### src/rtl/id_ex_reg_pkg.sv
// Shared pipe definitions: RV32 opcodes, control-bundle layout and the
// source-operand usage rules used by hazard logic in ID/EX and IF/ID.
package id_ex_reg_pkg;

  localparam logic [6:0] OP_LUI    = 7'b0110111;
  localparam logic [6:0] OP_AUIPC  = 7'b0010111;
  localparam logic [6:0] OP_R      = 7'b0110011;
  localparam logic [6:0] OP_I      = 7'b0010011;
  localparam logic [6:0] OP_LOAD   = 7'b0000011;
  localparam logic [6:0] OP_STORE  = 7'b0100011;
  localparam logic [6:0] OP_BRANCH = 7'b1100011;
  localparam logic [6:0] OP_JAL    = 7'b1101111;
  localparam logic [6:0] OP_JALR   = 7'b1100111;

  // Bundle is packed MSB-first in decoder order: RegDst at bit 23 down to Concat_control[2:0].
  localparam int CTRL_W         = 24;
  localparam int CTRL_REGDST    = 23;
  localparam int CTRL_JUMP      = 22;
  localparam int CTRL_BRANCH    = 21;
  localparam int CTRL_MEMREAD   = 20;
  localparam int CTRL_MEMTOREG  = 19;
  localparam int CTRL_ALUOP     = 12;
  localparam int CTRL_ALUOP_W   = 7;
  localparam int CTRL_MEMWRITE  = 11;
  localparam int CTRL_ALUSRC1   = 10;
  localparam int CTRL_ALUSRC2   = 9;
  localparam int CTRL_REGWRITE  = 8;
  localparam int CTRL_JALORJALR = 7;
  localparam int CTRL_BE        = 3;
  localparam int CTRL_BE_W      = 4;
  localparam int CTRL_CONCAT    = 0;
  localparam int CTRL_CONCAT_W  = 3;

  typedef struct packed {
    logic       reg_dst;
    logic       jump;
    logic       branch;
    logic       mem_read;
    logic       mem_to_reg;
    logic [6:0] alu_op;
    logic       mem_write;
    logic       alu_src1;
    logic       alu_src2;
    logic       reg_write;
    logic       jal_or_jalr;
    logic [3:0] be;
    logic [2:0] concat_control;
  } ctrl_t;

  function automatic logic [CTRL_ALUOP_W-1:0] ctrl_aluop(input logic [CTRL_W-1:0] c);
    return c[CTRL_ALUOP +: CTRL_ALUOP_W];
  endfunction

  function automatic logic rs1_used(input logic [6:0] op);
    return !(op == OP_LUI || op == OP_AUIPC || op == OP_JAL);
  endfunction

  function automatic logic rs2_used(input logic [6:0] op);
    return (op == OP_R || op == OP_STORE || op == OP_BRANCH);
  endfunction

endpackage

### src/rtl/id_ex_reg_if.sv
// ID->EX bus: decoder outputs and pipeline controls in, registered EX slot,
// IF/ID stall and bubble counter out.
interface id_ex_reg_if #(
  parameter int XLEN  = 32,
  parameter int CNT_W = 32
);
  import id_ex_reg_pkg::*;

  logic              id_valid;
  logic [CTRL_W-1:0] id_ctrl;
  logic [XLEN-1:0]   id_pc;
  logic [XLEN-1:0]   id_rs1_data;
  logic [XLEN-1:0]   id_rs2_data;
  logic [XLEN-1:0]   id_imm;
  logic [4:0]        id_rs1;
  logic [4:0]        id_rs2;
  logic [4:0]        id_rd;
  logic [2:0]        id_funct3;
  logic              id_funct7b5;
  logic              flush;
  logic              freeze;

  logic              ex_valid;
  logic [CTRL_W-1:0] ex_ctrl;
  logic [XLEN-1:0]   ex_pc;
  logic [XLEN-1:0]   ex_rs1_data;
  logic [XLEN-1:0]   ex_rs2_data;
  logic [XLEN-1:0]   ex_imm;
  logic [4:0]        ex_rs1;
  logic [4:0]        ex_rs2;
  logic [4:0]        ex_rd;
  logic [2:0]        ex_funct3;
  logic              ex_funct7b5;
  logic              stall_if;
  logic [CNT_W-1:0]  bubble_count;

  modport master (
    output id_valid, id_ctrl, id_pc, id_rs1_data, id_rs2_data, id_imm,
           id_rs1, id_rs2, id_rd, id_funct3, id_funct7b5, flush, freeze,
    input  ex_valid, ex_ctrl, ex_pc, ex_rs1_data, ex_rs2_data, ex_imm,
           ex_rs1, ex_rs2, ex_rd, ex_funct3, ex_funct7b5, stall_if, bubble_count
  );

  modport slave (
    input  id_valid, id_ctrl, id_pc, id_rs1_data, id_rs2_data, id_imm,
           id_rs1, id_rs2, id_rd, id_funct3, id_funct7b5, flush, freeze,
    output ex_valid, ex_ctrl, ex_pc, ex_rs1_data, ex_rs2_data, ex_imm,
           ex_rs1, ex_rs2, ex_rd, ex_funct3, ex_funct7b5, stall_if, bubble_count
  );

endinterface

### src/rtl/id_ex_reg_hazard_detect.sv
// Load-use hazard detection: an ID instruction reading the destination of a
// load sitting in EX must wait one cycle. Purely combinational.
module hazard_detect
  import id_ex_reg_pkg::*;
(
  input  logic              id_valid,
  input  logic [CTRL_W-1:0] id_ctrl,
  input  logic [4:0]        id_rs1,
  input  logic [4:0]        id_rs2,
  input  logic              ex_valid,
  input  logic [CTRL_W-1:0] ex_ctrl,
  input  logic [4:0]        ex_rd,
  input  logic              flush,
  input  logic              freeze,
  output logic              load_use,
  output logic              stall_if
);

  logic [6:0] id_op;
  logic       ex_is_load;
  logic       src_hit;

  // ALUOp carries the raw opcode; MemRead/MemtoReg cannot identify loads.
  assign id_op      = ctrl_aluop(id_ctrl);
  assign ex_is_load = ex_valid && (ctrl_aluop(ex_ctrl) == OP_LOAD);
  assign src_hit    = (rs1_used(id_op) && (id_rs1 == ex_rd)) ||
                      (rs2_used(id_op) && (id_rs2 == ex_rd));

  assign load_use = id_valid && ex_is_load && (ex_rd != 5'd0) && src_hit;
  // A flush kills the dependent instruction, so no stall is needed for it.
  assign stall_if = (load_use && !flush) || freeze;

endmodule

### src/rtl/id_ex_reg.sv
// ID/EX pipeline register with load-use bubble insertion, EX flush and a
// global freeze. Counts inserted load-use bubbles (saturating).
module id_ex_reg
  import id_ex_reg_pkg::*;
#(
  parameter int XLEN  = 32,
  parameter int CNT_W = 32
) (
  input  logic        CLK,
  input  logic        RST,
  id_ex_reg_if.slave  bus
);

  logic              valid_q,    valid_d;
  logic [CTRL_W-1:0] ctrl_q,     ctrl_d;
  logic [XLEN-1:0]   pc_q,       pc_d;
  logic [XLEN-1:0]   rs1_data_q, rs1_data_d;
  logic [XLEN-1:0]   rs2_data_q, rs2_data_d;
  logic [XLEN-1:0]   imm_q,      imm_d;
  logic [4:0]        rs1_q,      rs1_d;
  logic [4:0]        rs2_q,      rs2_d;
  logic [4:0]        rd_q,       rd_d;
  logic [2:0]        funct3_q,   funct3_d;
  logic              funct7b5_q, funct7b5_d;
  logic [CNT_W-1:0]  cnt_q,      cnt_d;

  logic load_use;
  logic stall_if;

  hazard_detect u_hazard (
    .id_valid (bus.id_valid),
    .id_ctrl  (bus.id_ctrl),
    .id_rs1   (bus.id_rs1),
    .id_rs2   (bus.id_rs2),
    .ex_valid (valid_q),
    .ex_ctrl  (ctrl_q),
    .ex_rd    (rd_q),
    .flush    (bus.flush),
    .freeze   (bus.freeze),
    .load_use (load_use),
    .stall_if (stall_if)
  );

  always_comb begin
    valid_d    = valid_q;
    ctrl_d     = ctrl_q;
    pc_d       = pc_q;
    rs1_data_d = rs1_data_q;
    rs2_data_d = rs2_data_q;
    imm_d      = imm_q;
    rs1_d      = rs1_q;
    rs2_d      = rs2_q;
    rd_d       = rd_q;
    funct3_d   = funct3_q;
    funct7b5_d = funct7b5_q;
    cnt_d      = cnt_q;
    if (!bus.freeze) begin
      // Datapath fields are don't-care in a bubble, so they always follow ID.
      pc_d       = bus.id_pc;
      rs1_data_d = bus.id_rs1_data;
      rs2_data_d = bus.id_rs2_data;
      imm_d      = bus.id_imm;
      rs1_d      = bus.id_rs1;
      rs2_d      = bus.id_rs2;
      rd_d       = bus.id_rd;
      funct3_d   = bus.id_funct3;
      funct7b5_d = bus.id_funct7b5;
      if (bus.flush || load_use) begin
        valid_d = 1'b0;
        ctrl_d  = '0;
        if (!bus.flush && (cnt_q != {CNT_W{1'b1}}))
          cnt_d = cnt_q + 1'b1;
      end else begin
        valid_d = bus.id_valid;
        ctrl_d  = bus.id_valid ? bus.id_ctrl : '0;
      end
    end
  end

  always_ff @(posedge CLK) begin
    if (RST) begin
      valid_q    <= 1'b0;
      ctrl_q     <= '0;
      pc_q       <= '0;
      rs1_data_q <= '0;
      rs2_data_q <= '0;
      imm_q      <= '0;
      rs1_q      <= '0;
      rs2_q      <= '0;
      rd_q       <= '0;
      funct3_q   <= '0;
      funct7b5_q <= 1'b0;
      cnt_q      <= '0;
    end else begin
      valid_q    <= valid_d;
      ctrl_q     <= ctrl_d;
      pc_q       <= pc_d;
      rs1_data_q <= rs1_data_d;
      rs2_data_q <= rs2_data_d;
      imm_q      <= imm_d;
      rs1_q      <= rs1_d;
      rs2_q      <= rs2_d;
      rd_q       <= rd_d;
      funct3_q   <= funct3_d;
      funct7b5_q <= funct7b5_d;
      cnt_q      <= cnt_d;
    end
  end

  assign bus.ex_valid     = valid_q;
  assign bus.ex_ctrl      = ctrl_q;
  assign bus.ex_pc        = pc_q;
  assign bus.ex_rs1_data  = rs1_data_q;
  assign bus.ex_rs2_data  = rs2_data_q;
  assign bus.ex_imm       = imm_q;
  assign bus.ex_rs1       = rs1_q;
  assign bus.ex_rs2       = rs2_q;
  assign bus.ex_rd        = rd_q;
  assign bus.ex_funct3    = funct3_q;
  assign bus.ex_funct7b5  = funct7b5_q;
  assign bus.stall_if     = stall_if;
  assign bus.bubble_count = cnt_q;

endmodule

### src/flat_wrapper.sv
// flat-port wrapper written by rule: the top's interface ports become plain ports
module id_ex_reg_flat import id_ex_reg_pkg::*;
#(
  parameter int XLEN  = 32,
  parameter int CNT_W = 32
)
  (CLK, RST, bus_id_valid, bus_id_ctrl, bus_id_pc, bus_id_rs1_data, bus_id_rs2_data, bus_id_imm, bus_id_rs1, bus_id_rs2, bus_id_rd, bus_id_funct3, bus_id_funct7b5, bus_flush, bus_freeze, bus_ex_valid, bus_ex_ctrl, bus_ex_pc, bus_ex_rs1_data, bus_ex_rs2_data, bus_ex_imm, bus_ex_rs1, bus_ex_rs2, bus_ex_rd, bus_ex_funct3, bus_ex_funct7b5, bus_stall_if, bus_bubble_count);
  id_ex_reg_if #(.XLEN(XLEN), .CNT_W(CNT_W)) bus_i ();
  input  logic CLK;
  input  logic RST;
  input wire logic [$bits(bus_i.id_valid)-1:0] bus_id_valid;
  input wire logic [$bits(bus_i.id_ctrl)-1:0] bus_id_ctrl;
  input wire logic [$bits(bus_i.id_pc)-1:0] bus_id_pc;
  input wire logic [$bits(bus_i.id_rs1_data)-1:0] bus_id_rs1_data;
  input wire logic [$bits(bus_i.id_rs2_data)-1:0] bus_id_rs2_data;
  input wire logic [$bits(bus_i.id_imm)-1:0] bus_id_imm;
  input wire logic [$bits(bus_i.id_rs1)-1:0] bus_id_rs1;
  input wire logic [$bits(bus_i.id_rs2)-1:0] bus_id_rs2;
  input wire logic [$bits(bus_i.id_rd)-1:0] bus_id_rd;
  input wire logic [$bits(bus_i.id_funct3)-1:0] bus_id_funct3;
  input wire logic [$bits(bus_i.id_funct7b5)-1:0] bus_id_funct7b5;
  input wire logic [$bits(bus_i.flush)-1:0] bus_flush;
  input wire logic [$bits(bus_i.freeze)-1:0] bus_freeze;
  output wire logic [$bits(bus_i.ex_valid)-1:0] bus_ex_valid;
  output wire logic [$bits(bus_i.ex_ctrl)-1:0] bus_ex_ctrl;
  output wire logic [$bits(bus_i.ex_pc)-1:0] bus_ex_pc;
  output wire logic [$bits(bus_i.ex_rs1_data)-1:0] bus_ex_rs1_data;
  output wire logic [$bits(bus_i.ex_rs2_data)-1:0] bus_ex_rs2_data;
  output wire logic [$bits(bus_i.ex_imm)-1:0] bus_ex_imm;
  output wire logic [$bits(bus_i.ex_rs1)-1:0] bus_ex_rs1;
  output wire logic [$bits(bus_i.ex_rs2)-1:0] bus_ex_rs2;
  output wire logic [$bits(bus_i.ex_rd)-1:0] bus_ex_rd;
  output wire logic [$bits(bus_i.ex_funct3)-1:0] bus_ex_funct3;
  output wire logic [$bits(bus_i.ex_funct7b5)-1:0] bus_ex_funct7b5;
  output wire logic [$bits(bus_i.stall_if)-1:0] bus_stall_if;
  output wire logic [$bits(bus_i.bubble_count)-1:0] bus_bubble_count;
  assign bus_i.id_valid = bus_id_valid;
  assign bus_i.id_ctrl = bus_id_ctrl;
  assign bus_i.id_pc = bus_id_pc;
  assign bus_i.id_rs1_data = bus_id_rs1_data;
  assign bus_i.id_rs2_data = bus_id_rs2_data;
  assign bus_i.id_imm = bus_id_imm;
  assign bus_i.id_rs1 = bus_id_rs1;
  assign bus_i.id_rs2 = bus_id_rs2;
  assign bus_i.id_rd = bus_id_rd;
  assign bus_i.id_funct3 = bus_id_funct3;
  assign bus_i.id_funct7b5 = bus_id_funct7b5;
  assign bus_i.flush = bus_flush;
  assign bus_i.freeze = bus_freeze;
  assign bus_ex_valid = bus_i.ex_valid;
  assign bus_ex_ctrl = bus_i.ex_ctrl;
  assign bus_ex_pc = bus_i.ex_pc;
  assign bus_ex_rs1_data = bus_i.ex_rs1_data;
  assign bus_ex_rs2_data = bus_i.ex_rs2_data;
  assign bus_ex_imm = bus_i.ex_imm;
  assign bus_ex_rs1 = bus_i.ex_rs1;
  assign bus_ex_rs2 = bus_i.ex_rs2;
  assign bus_ex_rd = bus_i.ex_rd;
  assign bus_ex_funct3 = bus_i.ex_funct3;
  assign bus_ex_funct7b5 = bus_i.ex_funct7b5;
  assign bus_stall_if = bus_i.stall_if;
  assign bus_bubble_count = bus_i.bubble_count;
  id_ex_reg #(.XLEN(XLEN), .CNT_W(CNT_W)) u_core (.CLK(CLK), .RST(RST), .bus(bus_i));
endmodule
### config.mk
export PLATFORM = sky130hd
export DESIGN_NAME = id_ex_reg_flat
export DESIGN_NICKNAME = d
export VERILOG_FILES = /design/src/rtl/id_ex_reg_pkg.sv /design/src/rtl/id_ex_reg_if.sv /design/src/rtl/id_ex_reg_hazard_detect.sv /design/src/rtl/id_ex_reg.sv /design/src/flat_wrapper.sv
export SDC_FILE = /design/constraint.sdc
export NUM_CORES = 1
export LEC_CHECK = 0
export ABC_CLOCK_PERIOD_IN_PS = 8000
export BUFFER_PORTS_ARGS = -buffer_cell sky130_fd_sc_hd__buf_2
export CAP_MARGIN = 20
export CELL_PAD_IN_SITES_DETAIL_PLACEMENT = 1
export CELL_PAD_IN_SITES_GLOBAL_PLACEMENT = 1
export CORE_ASPECT_RATIO = 1.75
export CORE_MARGIN = 10
export CORE_UTILIZATION = 36
export CTS_CLUSTER_SIZE = 40
export DETAILED_ROUTE_END_ITERATION = 10
export GPL_TIMING_DRIVEN = 1
export PLACE_DENSITY_LB_ADDON = 0.1
export SKIP_LAST_GASP = 1
export SYNTH_ARGS = -nofsm -noshare
export SYNTH_HDL_FRONTEND = slang
export SYNTH_HIERARCHICAL = 1
export SYNTH_SLANG_ARGS = --single-unit
export TNS_END_PERCENT = 1
### constraint.sdc
create_clock -name CLK -period 8 [get_ports CLK]
set_clock_uncertainty 0.05 [all_clocks]
set_input_delay 0 -clock CLK [delete_from_list [all_inputs] [get_ports CLK]]
set_output_delay 0 -clock CLK [all_outputs]
set_load 0.01 [all_outputs]
# After elaboration in Yosys (flattened, before gate mapping)
# Index checks and enable logic that the tools add are counted.
# word_totals
regBits,204
in_bits,176
output_inout_bits,205
wordCells,46
# classes
add_sub_neg,1
n_eq_ne,10
muxes,3
n_bitwise,1
n_reduce_logical,19
# op_table
operator,count
2-to-1 mux 24 bit,2
adder 32 x 1 -> 32 bit (second input constant),1
inequality test 32 bit (second input constant),1
equality test 7 x 6 -> 1 bit (second input constant),3
equality test 7 bit (second input constant),2
equality test 5 bit,2
logical AND 1 bit,8
equality test 7 x 2 -> 1 bit (second input constant),1
equality test 7 x 5 -> 1 bit (second input constant),1
logical OR 1 bit,7
nonzero test 5 bit,1
AND reduction 3 bit,1
zero test 1 bit,2
2-to-1 mux 1 bit,1
NOT 1 bit,1

# Depth between registers and ports, before layout
# Gate-level depths: netlist (run 1).
# depth
ltp_word,9
mapped_depth,11
depth_no_buf,9

# Hierarchy
# Netlist (run 1), hierarchy kept.
# modules_own_cells
module,instances,cells_each,area_each_um2,seq_area_each_um2
id_ex_reg,1,761,7643.6,4083.9
hazard_detect,1,32,230.2,0.0

# Worst setup path before layout (run 1)
# Ideal clock, no wire load.
# synth_path
kind,register to register
from,register u_core.ctrl_q[13] (netlist: u_core/bus.ex_ctrl[13])
to,register u_core.cnt_q[15] (netlist: u_core/bus.bubble_count[15])
t_arrival_ns,2.705
path_slack_ns,5.175
stages_incl_launch_ff,12
n_path_buf,2
path_cell_list,dfxtp_1 -> or3b_1 -> nor4_2 -> nand2_1 -> a21oi_1 -> nor3b_4 -> nand4_1 -> or2_0 -> clkbuf_1 -> buf_2 -> or3_1 -> a21oi_1
# synth_between
elab_chain_len,7
# synth_lines
item,line,source
"start, declared",id_ex_reg.sv:15,"logic [CTRL_W-1:0] ctrl_q, ctrl_d;"
"start signal, assigned",id_ex_reg.sv:96,ctrl_q <= ctrl_d;
equality test 7 x 2 -> 1 bit,id_ex_reg_hazard_detect.sv:25,assign ex_is_load = ex_valid && (ctrl_aluop(ex_ctrl) == OP_LOAD);
logical AND 1 bit,id_ex_reg_hazard_detect.sv:25,
logical AND 1 bit (3 in a row),id_ex_reg_hazard_detect.sv:29,assign load_use = id_valid && ex_is_load && (ex_rd != 5'd0) && src_hit;
via u_core.load_use,id_ex_reg.sv:27,logic load_use;
logical OR 1 bit,id_ex_reg.sv:68,if (bus.flush || load_use) begin
AND reduction 3 bit (no source line),-,
"end signal, assigned",id_ex_reg.sv:106,cnt_q <= cnt_d;
"end, declared",id_ex_reg.sv:25,"logic [CNT_W-1:0] cnt_q, cnt_d;"
# The timed path passes the listed nets, and every way through them passes these cells.
# A chain may end at the register's enable or synchronous reset.

# Final worst setup path (run 1)
# layout_path
from,input port bus_id_ctrl[15]
to,register u_core.cnt_q[19] (netlist: u_core/bus.bubble_count[19])
# layout_between
elab_chain_len,9
word_cells_on_any_way,17
# layout_lines
item,line,source
"start, declared",flat_wrapper.sv:12,input wire logic [$bits(bus_i.id_ctrl)-1:0] bus_id_ctrl;
equality test 7 x 6 -> 1 bit or equality test 7 x 5 -> 1 bit (tied branches),id_ex_reg_pkg.sv:55,return !(op == OP_LUI || op == OP_AUIPC || op == OP_JAL);
logical OR 1 bit (2 in a row),id_ex_reg_pkg.sv:55,
zero test 1 bit,id_ex_reg_pkg.sv:55,
logical AND 1 bit,id_ex_reg_hazard_detect.sv:26,assign src_hit = (rs1_used(id_op) && (id_rs1 == ex_rd)) ||
logical OR 1 bit (*),id_ex_reg_hazard_detect.sv:26,
logical AND 1 bit (*),id_ex_reg_hazard_detect.sv:29,
via u_core.load_use,id_ex_reg.sv:27,
logical OR 1 bit (*),id_ex_reg.sv:68,
AND reduction 3 bit (no source line) (*),-,
# The timed path passes the listed nets; every way through them passes the cells marked *.

==> metrics.txt, run 1 <==
reg2reg setup slack roughly 4400 ps; status finished, violations left; Synth area leaders dfxtp_1 52%, mux2i_1 19%, nor2_1 8.7%; Syn Std Cell Area 0.00787 mm2; top-count cell post-synth dfxtp_1; Max transition margin approximately 25%; clock sink total 204; Area growth, synth to finish 62.5%; Worst setup EP type flip-flop; pwr dens 197 mW/mm2; sequential fraction of the synthesis area 51.9%; area of the multi-input gates roughly 0.0036 mm2; most frequent cell on the critical path a21oi_1; delay of the slowest cell on the worst path between 600 and 700 ps; Reg2Reg Depth 9; Commonest cells post-synth 204 x dfxtp_1, 182 x nor2_1, 148 x mux2i_1, 30 x clkbuf_1, 26 x a21oi_1; post-layout min period between 3000 and 4000 ps; share of cells above drive strength 1 a little under a third; Lkg Pwr around 6.3 nW; number of max-cap violations 0; Placer Congestion ~0.81; die area around 0.028 mm2; Min-Delay Path Class in -> reg; initial cell density of the core 36.6%; Critical Path Fanout Max 18; Die H ~220 um; IO Count about 380; Final setup viols 0; initial drt markers 394; syn nets 970; Synth Register Bits approximately 200; Post-Syn Instances approximately 790; Reg-to-Reg Start u_core/bus.ex_rd[0]$_SDFFE_PP0N_; FP Rows just over 70; number of global-route vias before repair between 9k and 10k; first-pass GRT wire length 58.0 mm; nets@finish about 1.5k; H-Tree Depth 1; PortBufs 380; antenna viol nets, final 0; routed len/inst 22.7 um; RR Endpoint u_core/bus.bubble_count[19]$_SDFFE_PP0P_; Hold Violations, Final 8; Final HPWL DP about 23 mm; initial antenna violation count 6; failing checks negative hold slack; Root Buffer clkbuf_16; crit start category primary input; maximum number of pins on one net before global-route repair 107; Req. time, crit path ~8400 ps; post-synth top area cell dfxtp_1; Finished Core Util approximately three fifths; fin crit share between 40 and 50%; slowest cell on the critical path or4_1; FFs w/ async S/R, synth 0%; worst slew pin tran approximately 1100 ps; setup tns final 0 ps; Post-Route WL around 38 mm; Die Wd 132 um; TritonCTS buffer count 21; WS Path Type in -> reg; HP Start RST; Worst Hold Path Cells 2; core area around 0.021 mm2; CTS Buffer Depth 3; post-synth top area share just over 50%; post-synthesis cell type count 47; Reg clk slew, reported paths approximately 60 ps; crit-path cells dlygate4sd3_1, buf_2, or3b_1, nor4_1, nand2_1, a21oi_1, nor3b_4, nand4_1, or2_0, or4_1, a21oi_1; Seq. cell area around 0.004 mm2; Worst Hold End u_core/bus.bubble_count[17]$_SDFFE_PP0P_; FMAX between 200 and 300 MHz; Hold WS -48.9 ps; First-pass DRT Iterations 4; number of flops mapped to enable cells by yosys 0; vias per inst around 5.0; Worst Path Arrival ~4000 ps; GRT Util Overall around 25%; TritonCTS clock tree built; dominant synthesized flop cell dfxtp_1; Skew-Pair Late Insertion Delay ~500 ps; max-slew violations 0; VDD IR-drop max between 100 and 150 uV; Synthesis Warnings 6; average size of a mapped cell just under 10 um2; vias 8402; GRT Residual Overflow 0; RSZ-0062 raised after global routing no; # fillers roughly 2.4k; DRC viols 0
## worst max-delay path: cells and delay by family
| kind | cells | cell delay [ps] |
|---|---|---|
| AOI/OAI and AO/OA | 2 | 480 |
| and+or+nand+nor | 7 | 2840 |
| buffers and inverters | 2 | 680 |
## power by group
part	switching [mW]	internal [mW]
Sequential	0.0310	1.06
Clock	0.432	0.640
Combinational	0.177	0.179
## cell usage in the layout (no fill, tap or decap), types with 8 or more instances in the layout
master         count
a22oi_1           24
dfxtp_1          204
o31ai_1           18
and4_1             8
or4_1             16
buf_2            378
nor2_1           182
dlygate4sd3_1    203
nand2_1           14
nand3_1           13
a21oi_1           26
mux2i_1          148
nand4_1           12
clkbuf_16         21
or3_1              8
xor2_1             8
## how the worst max path moves through the flow
stage,start,end,slack (ps),cells past startpoint
after floorplan,u_core/bus.ex_ctrl[13]$_SDFFE_PP0N_,u_core/bus.bubble_count[15]$_SDFFE_PP0P_,5170,11
after global placement,u_core/bus.ex_rd[0]$_SDFFE_PP0N_,u_core/bus.bubble_count[29]$_SDFFE_PP0P_,4630,9
after detailed placement,u_core/bus.ex_ctrl[13]$_SDFFE_PP0N_,u_core/bus.bubble_count[25]$_SDFFE_PP0P_,4500,9
after CTS,bus_id_ctrl[15],u_core/bus.bubble_count[19]$_SDFFE_PP0P_,4470,11
after global routing,u_core/bus.ex_rd[0]$_SDFFE_PP0N_,u_core/bus.bubble_count[19]$_SDFFE_PP0P_,4060,9
final,bus_id_ctrl[15],u_core/bus.bubble_count[19]$_SDFFE_PP0P_,4360,11
## area by class of cell
class	instances	share of cell area (%)
diodes	7	0.137
clock buffers	30	4.84
clock inverters	8	1.02
inverters	3	0.0880
multi-input cells	534	27.9
flip-flops and latches	204	31.9
well taps	292	2.86
repair buffers	589	31.2
## routing by layer
metal	vias up	routed length [um]	global-route usage, %
li1	3904	-	-
met1	4107	12900	23.8
met4	0	1730	11.1
met5	-	0	0
met3	88	2330	6.63
met2	303	20800	49.9
## timing repair
action	4_1_cts	5_1_grt
gates resized for setup	0	0
hold buffers	203	0
hold endpoints to repair	172	0
buffers inserted	0	0
## through the flow
step / hold WS [ps] / instances / total power, mW / cell area (um2) / worst slack (ps)
2_1_floorplan: 42.6 / 793 / 1.24 / 7870 / 5170
3_3_place_gp: 177 / 1418 / 1.36 / 9990 / 4630
3_5_place_dp: 188 / 1419 / 1.37 / 10000 / 4500
4_1_cts: 0.0799 / 1660 / 2.51 / 12800 / 4470
5_1_grt: 41.9 / 1666 / 2.61 / 12800 / 4060
6_report: -48.9 / 1667 / 2.52 / 12800 / 4360
## kinds of logic after synthesis
| family | after synthesis | share of synthesized area, % |
|---|---|---|
| fa+ha+maj | 1 | 0.159 |
| xor+xnor | 12 | 1.33 |
| simple gates | 286 | 17.4 |
| mux | 151 | 19.2 |
| flops | 204 | 51.9 |
| compound gates | 84 | 7.15 |
| buf+inv | 55 | 2.81 |
## registers in the layout (all words and copies together) (netlist names)
| name | cells |
|---|---|
| u_core/bus.bubble_count | 32 |
| u_core/bus.ex_imm | 32 |
| u_core/bus.ex_pc | 32 |
| u_core/bus.ex_rs1_data | 32 |
| u_core/bus.ex_rs2_data | 32 |
| u_core/bus.ex_ctrl | 24 |
| u_core/bus.ex_rd | 5 |
| u_core/bus.ex_rs1 | 5 |
| u_core/bus.ex_rs2 | 5 |
| u_core/bus.ex_funct3 | 3 |
| u_core/bus.ex_funct7b5 | 1 |
| u_core/bus.ex_valid | 1 |
Power figures use the tool's default switching activity.
==> inputs of run 2 (changes only) <==
--- a/config.mk
+++ b/config.mk
@@ -5,14 +5,15 @@
 export SDC_FILE = /design/constraint.sdc
 export NUM_CORES = 1
 export LEC_CHECK = 0
-export ABC_CLOCK_PERIOD_IN_PS = 8000
+export ABC_AREA = 1
+export ABC_CLOCK_PERIOD_IN_PS = 3700
 export BUFFER_PORTS_ARGS = -buffer_cell sky130_fd_sc_hd__buf_2
 export CAP_MARGIN = 20
 export CELL_PAD_IN_SITES_DETAIL_PLACEMENT = 1
 export CELL_PAD_IN_SITES_GLOBAL_PLACEMENT = 1
 export CORE_ASPECT_RATIO = 1.75
 export CORE_MARGIN = 10
-export CORE_UTILIZATION = 36
+export CORE_UTILIZATION = 32
 export CTS_CLUSTER_SIZE = 40
 export DETAILED_ROUTE_END_ITERATION = 10
 export GPL_TIMING_DRIVEN = 1
==> constraint.sdc (replaced) <==
create_clock -name CLK -period 3.7 [get_ports CLK]
set_clock_uncertainty 0.05 [all_clocks]
set_input_delay 0 -clock CLK [delete_from_list [all_inputs] [get_ports CLK]]
set_output_delay 0 -clock CLK [all_outputs]
set_load 0.01 [all_outputs]
==> run 2 against run 1 <==
  * The flow now finishes without violations
  * Sequential share of layout area fell by 1.5 points
  * Combinational power is 140% higher
  * Register-to-register slack worse by 4100 ps
  * Cell area increased by 4.8%
==> metrics.txt, run 2 <==
status finished clean; Root Buffer clkbuf_16; die area ~0.033 mm2; clock sink total between 200 and 250; CTS Buffer Depth 3; slowest cell on the critical path dlygate4sd3_1; number of max-cap violations 0; First-pass DRT Iterations 5; delay of the slowest cell on the worst path 670 ps; worst slew pin tran just over 1000 ps; GRT Residual Overflow 0; Reg clk slew, reported paths around 70 ps; most common cell after layout, fill and taps aside buf_2; Syn Std Cell Area 0.00823 mm2; Die H roughly 230 um; H-Tree Depth 1; vias ~10k; pwr dens slightly above 400 mW/mm2; DP Cell Count 1771; most frequent cell on the critical path dlygate4sd3_1; sequential fraction of the synthesis area slightly below 50%; Worst Hold End u_core/bus.bubble_count[16]$_SDFFE_PP0P_; DRC viols 0; Synth Register Bits approximately 200; Reg-to-Reg Start u_core/bus.ex_rd[3]$_SDFFE_PP0N_; initial drt markers approximately 410; HP Start bus_freeze; Worst setup EP type flip-flop; # fillers between 3k and 4k; Post-Route WL about 42 mm; first-pass GRT wire length ~64 mm; routed len/inst 20.4 um; most frequent cells in the layout 379 x buf_2, 374 x nor2_1, 236 x dlygate4sd3_1, 204 x dfxtp_1, 148 x o21ai_0; TritonCTS buffer count 22; VDD IR-drop max about 370 uV; Die Wd between 100 and 150 um; setup tns final 0 ps; Skew-Pair Late Insertion Delay 520 ps; Worst Hold Path Cells 6; initial antenna violation count 11; Hold Violations, Final 0; Area growth, synth to finish 63.0%; average size of a mapped cell 7.25 um2; number of global-route vias before repair 11.3k; initial cell density of the core between 30% and 40%; maximum number of pins on one net before global-route repair ~120; FMAX 296 MHz; Synth area leaders dfxtp_1 50%, nor2_1 17%, o21ai_0 9.0%; syn nets roughly 1.3k; buffer count from post-CTS setup fixing 0; Commonest cells post-synth 374 x nor2_1, 204 x dfxtp_1, 148 x o21ai_0, 125 x nand2_1, 47 x clkbuf_1; Min-Delay Path Class in -> reg; WS Path Type reg -> reg; Post-Syn Instances roughly 1.1k; FFs w/ async S/R, synth 0%; dominant synthesized flop cell dfxtp_1; Lkg Pwr approximately 6.3 nW; reg2reg setup slack roughly 320 ps; GRT Util Overall between 20 and 25%; fin crit share 91.4%; cts hold-fix bufs 236; FP Rows 77; post-synth top area cell dfxtp_1; Final HPWL DP approximately 27 mm; top-count cell post-synth nor2_1; number of flops mapped to enable cells by yosys 0; post-synthesis cell type count 32; core area roughly 0.025 mm2; TritonCTS clock tree built; Worst Path Arrival ~3800 ps; fin cells roughly 2k; nets@finish between 1.5k and 2k; Post-CTS Resized 0; max-slew violations 0; Max transition margin between 30% and 40%; RSZ-0062 raised after global routing no; vias per inst ~4.9; Placer Congestion 0.846; Finished Core Util 52.9%; Synthesis Warnings 6; Req. time, crit path approximately 4100 ps; share of cells above drive strength 1 between 20% and 30%; post-synth top area share 49.6%; post-layout min period approximately 3400 ps; Critical Path Fanout Max 26; crit start category flip-flop; antenna viol nets, final 0; RR Endpoint u_core/bus.ex_ctrl[22]$_SDFFE_PP0N_; IO Count 381; critical path's top delay family buffers and inverters; crit-path cells nor3_1, nor3b_1, nor2_1, and2_1, nor2_2, buf_4, nand4_1, dlygate4sd3_1, a21oi_1, dlygate4sd3_1; CP bufs+invs 3; PortBufs between 300 and 400; Final setup viols 0; Reg2Reg Depth 10
==> run 2: logic make-up after synthesis <==
family	Yosys count	share of synthesized area, %
XOR/XNOR	11	1.17
AND/OR/NAND/NOR	599	30.4
buffers and inverters	119	6.13
adder cells (fa/ha/maj)	1	0.152
AO/OA/AOI/OAI	201	12.6
flip-flops	204	49.6
==> run 2: cell type report <==
type | instances | area (um2) | area share [%]
repair buffers | 626 | 4350 | 32.5
diodes | 11 | 27.5 | 0.205
well taps | 316 | 395 | 2.95
flip-flops and latches | 204 | 4080 | 30.4
inverters | 49 | 191 | 1.43
multi-input cells | 812 | 3640 | 27.1
clock buffers | 33 | 652 | 4.86
clock inverters | 6 | 68.8 | 0.513
==> run 2: worst min-delay path, cell delays in order <==
cell and delay, ps:
buf_4 260, nor2_4 160, nand4_1 130, nand2_1 50
inv_1 40, nor2_1 30
==> run 2: through the flow <==
stage | total power, mW | worst slack [ps] | hold slack (ps) | area (um2)
global placement | 3.06 | 1140 | 183 | 10300
CTS | 5.51 | 665 | 150 | 13400
finish | 5.48 | 317 | 163 | 13400
global route | 5.71 | 186 | 216 | 13400
detailed placement | 3.07 | 1080 | 194 | 10300
floorplan | 2.74 | 1800 | 58.6 | 8230
==> run 2: where the power goes <==
part           internal (mW)  switching, mW  total [mW]
sequential              2.32         0.0711        2.39
clock                   1.29          0.957        2.25
combinational          0.393          0.457       0.850
==> run 2: worst max path at each step <==
| stage | cells past startpoint | end | slack (ps) | from |
|---|---|---|---|---|
| floorplan | 11 | u_core/bus.bubble_count[30]$_SDFFE_PP0P_ | 1800 | u_core/bus.ex_rd[3]$_SDFFE_PP0N_ |
| global placement | 15 | u_core/bus.bubble_count[26]$_SDFFE_PP0P_ | 1140 | u_core/bus.ex_ctrl[13]$_SDFFE_PP0N_ |
| detailed placement | 16 | u_core/bus.bubble_count[26]$_SDFFE_PP0P_ | 1080 | u_core/bus.ex_rd[1]$_SDFFE_PP0N_ |
| CTS | 10 | u_core/bus.ex_ctrl[18]$_SDFFE_PP0N_ | 670 | u_core/bus.ex_rd[3]$_SDFFE_PP0N_ |
| global route | 10 | u_core/bus.ex_ctrl[22]$_SDFFE_PP0N_ | 190 | u_core/bus.ex_rd[2]$_SDFFE_PP0N_ |
| finish | 10 | u_core/bus.ex_ctrl[22]$_SDFFE_PP0N_ | 320 | u_core/bus.ex_rd[3]$_SDFFE_PP0N_ |
==> run 2: routing by layer <==
| metal | GRT usage (%) | share of wire [%] |
|---|---|---|
| met2 | 46.0 | 54 |
| met3 | 6.78 | 6.6 |
| met1 | 23.0 | 34 |
| met5 | 0 | 0 |
| met4 | 14.3 | 6.0 |
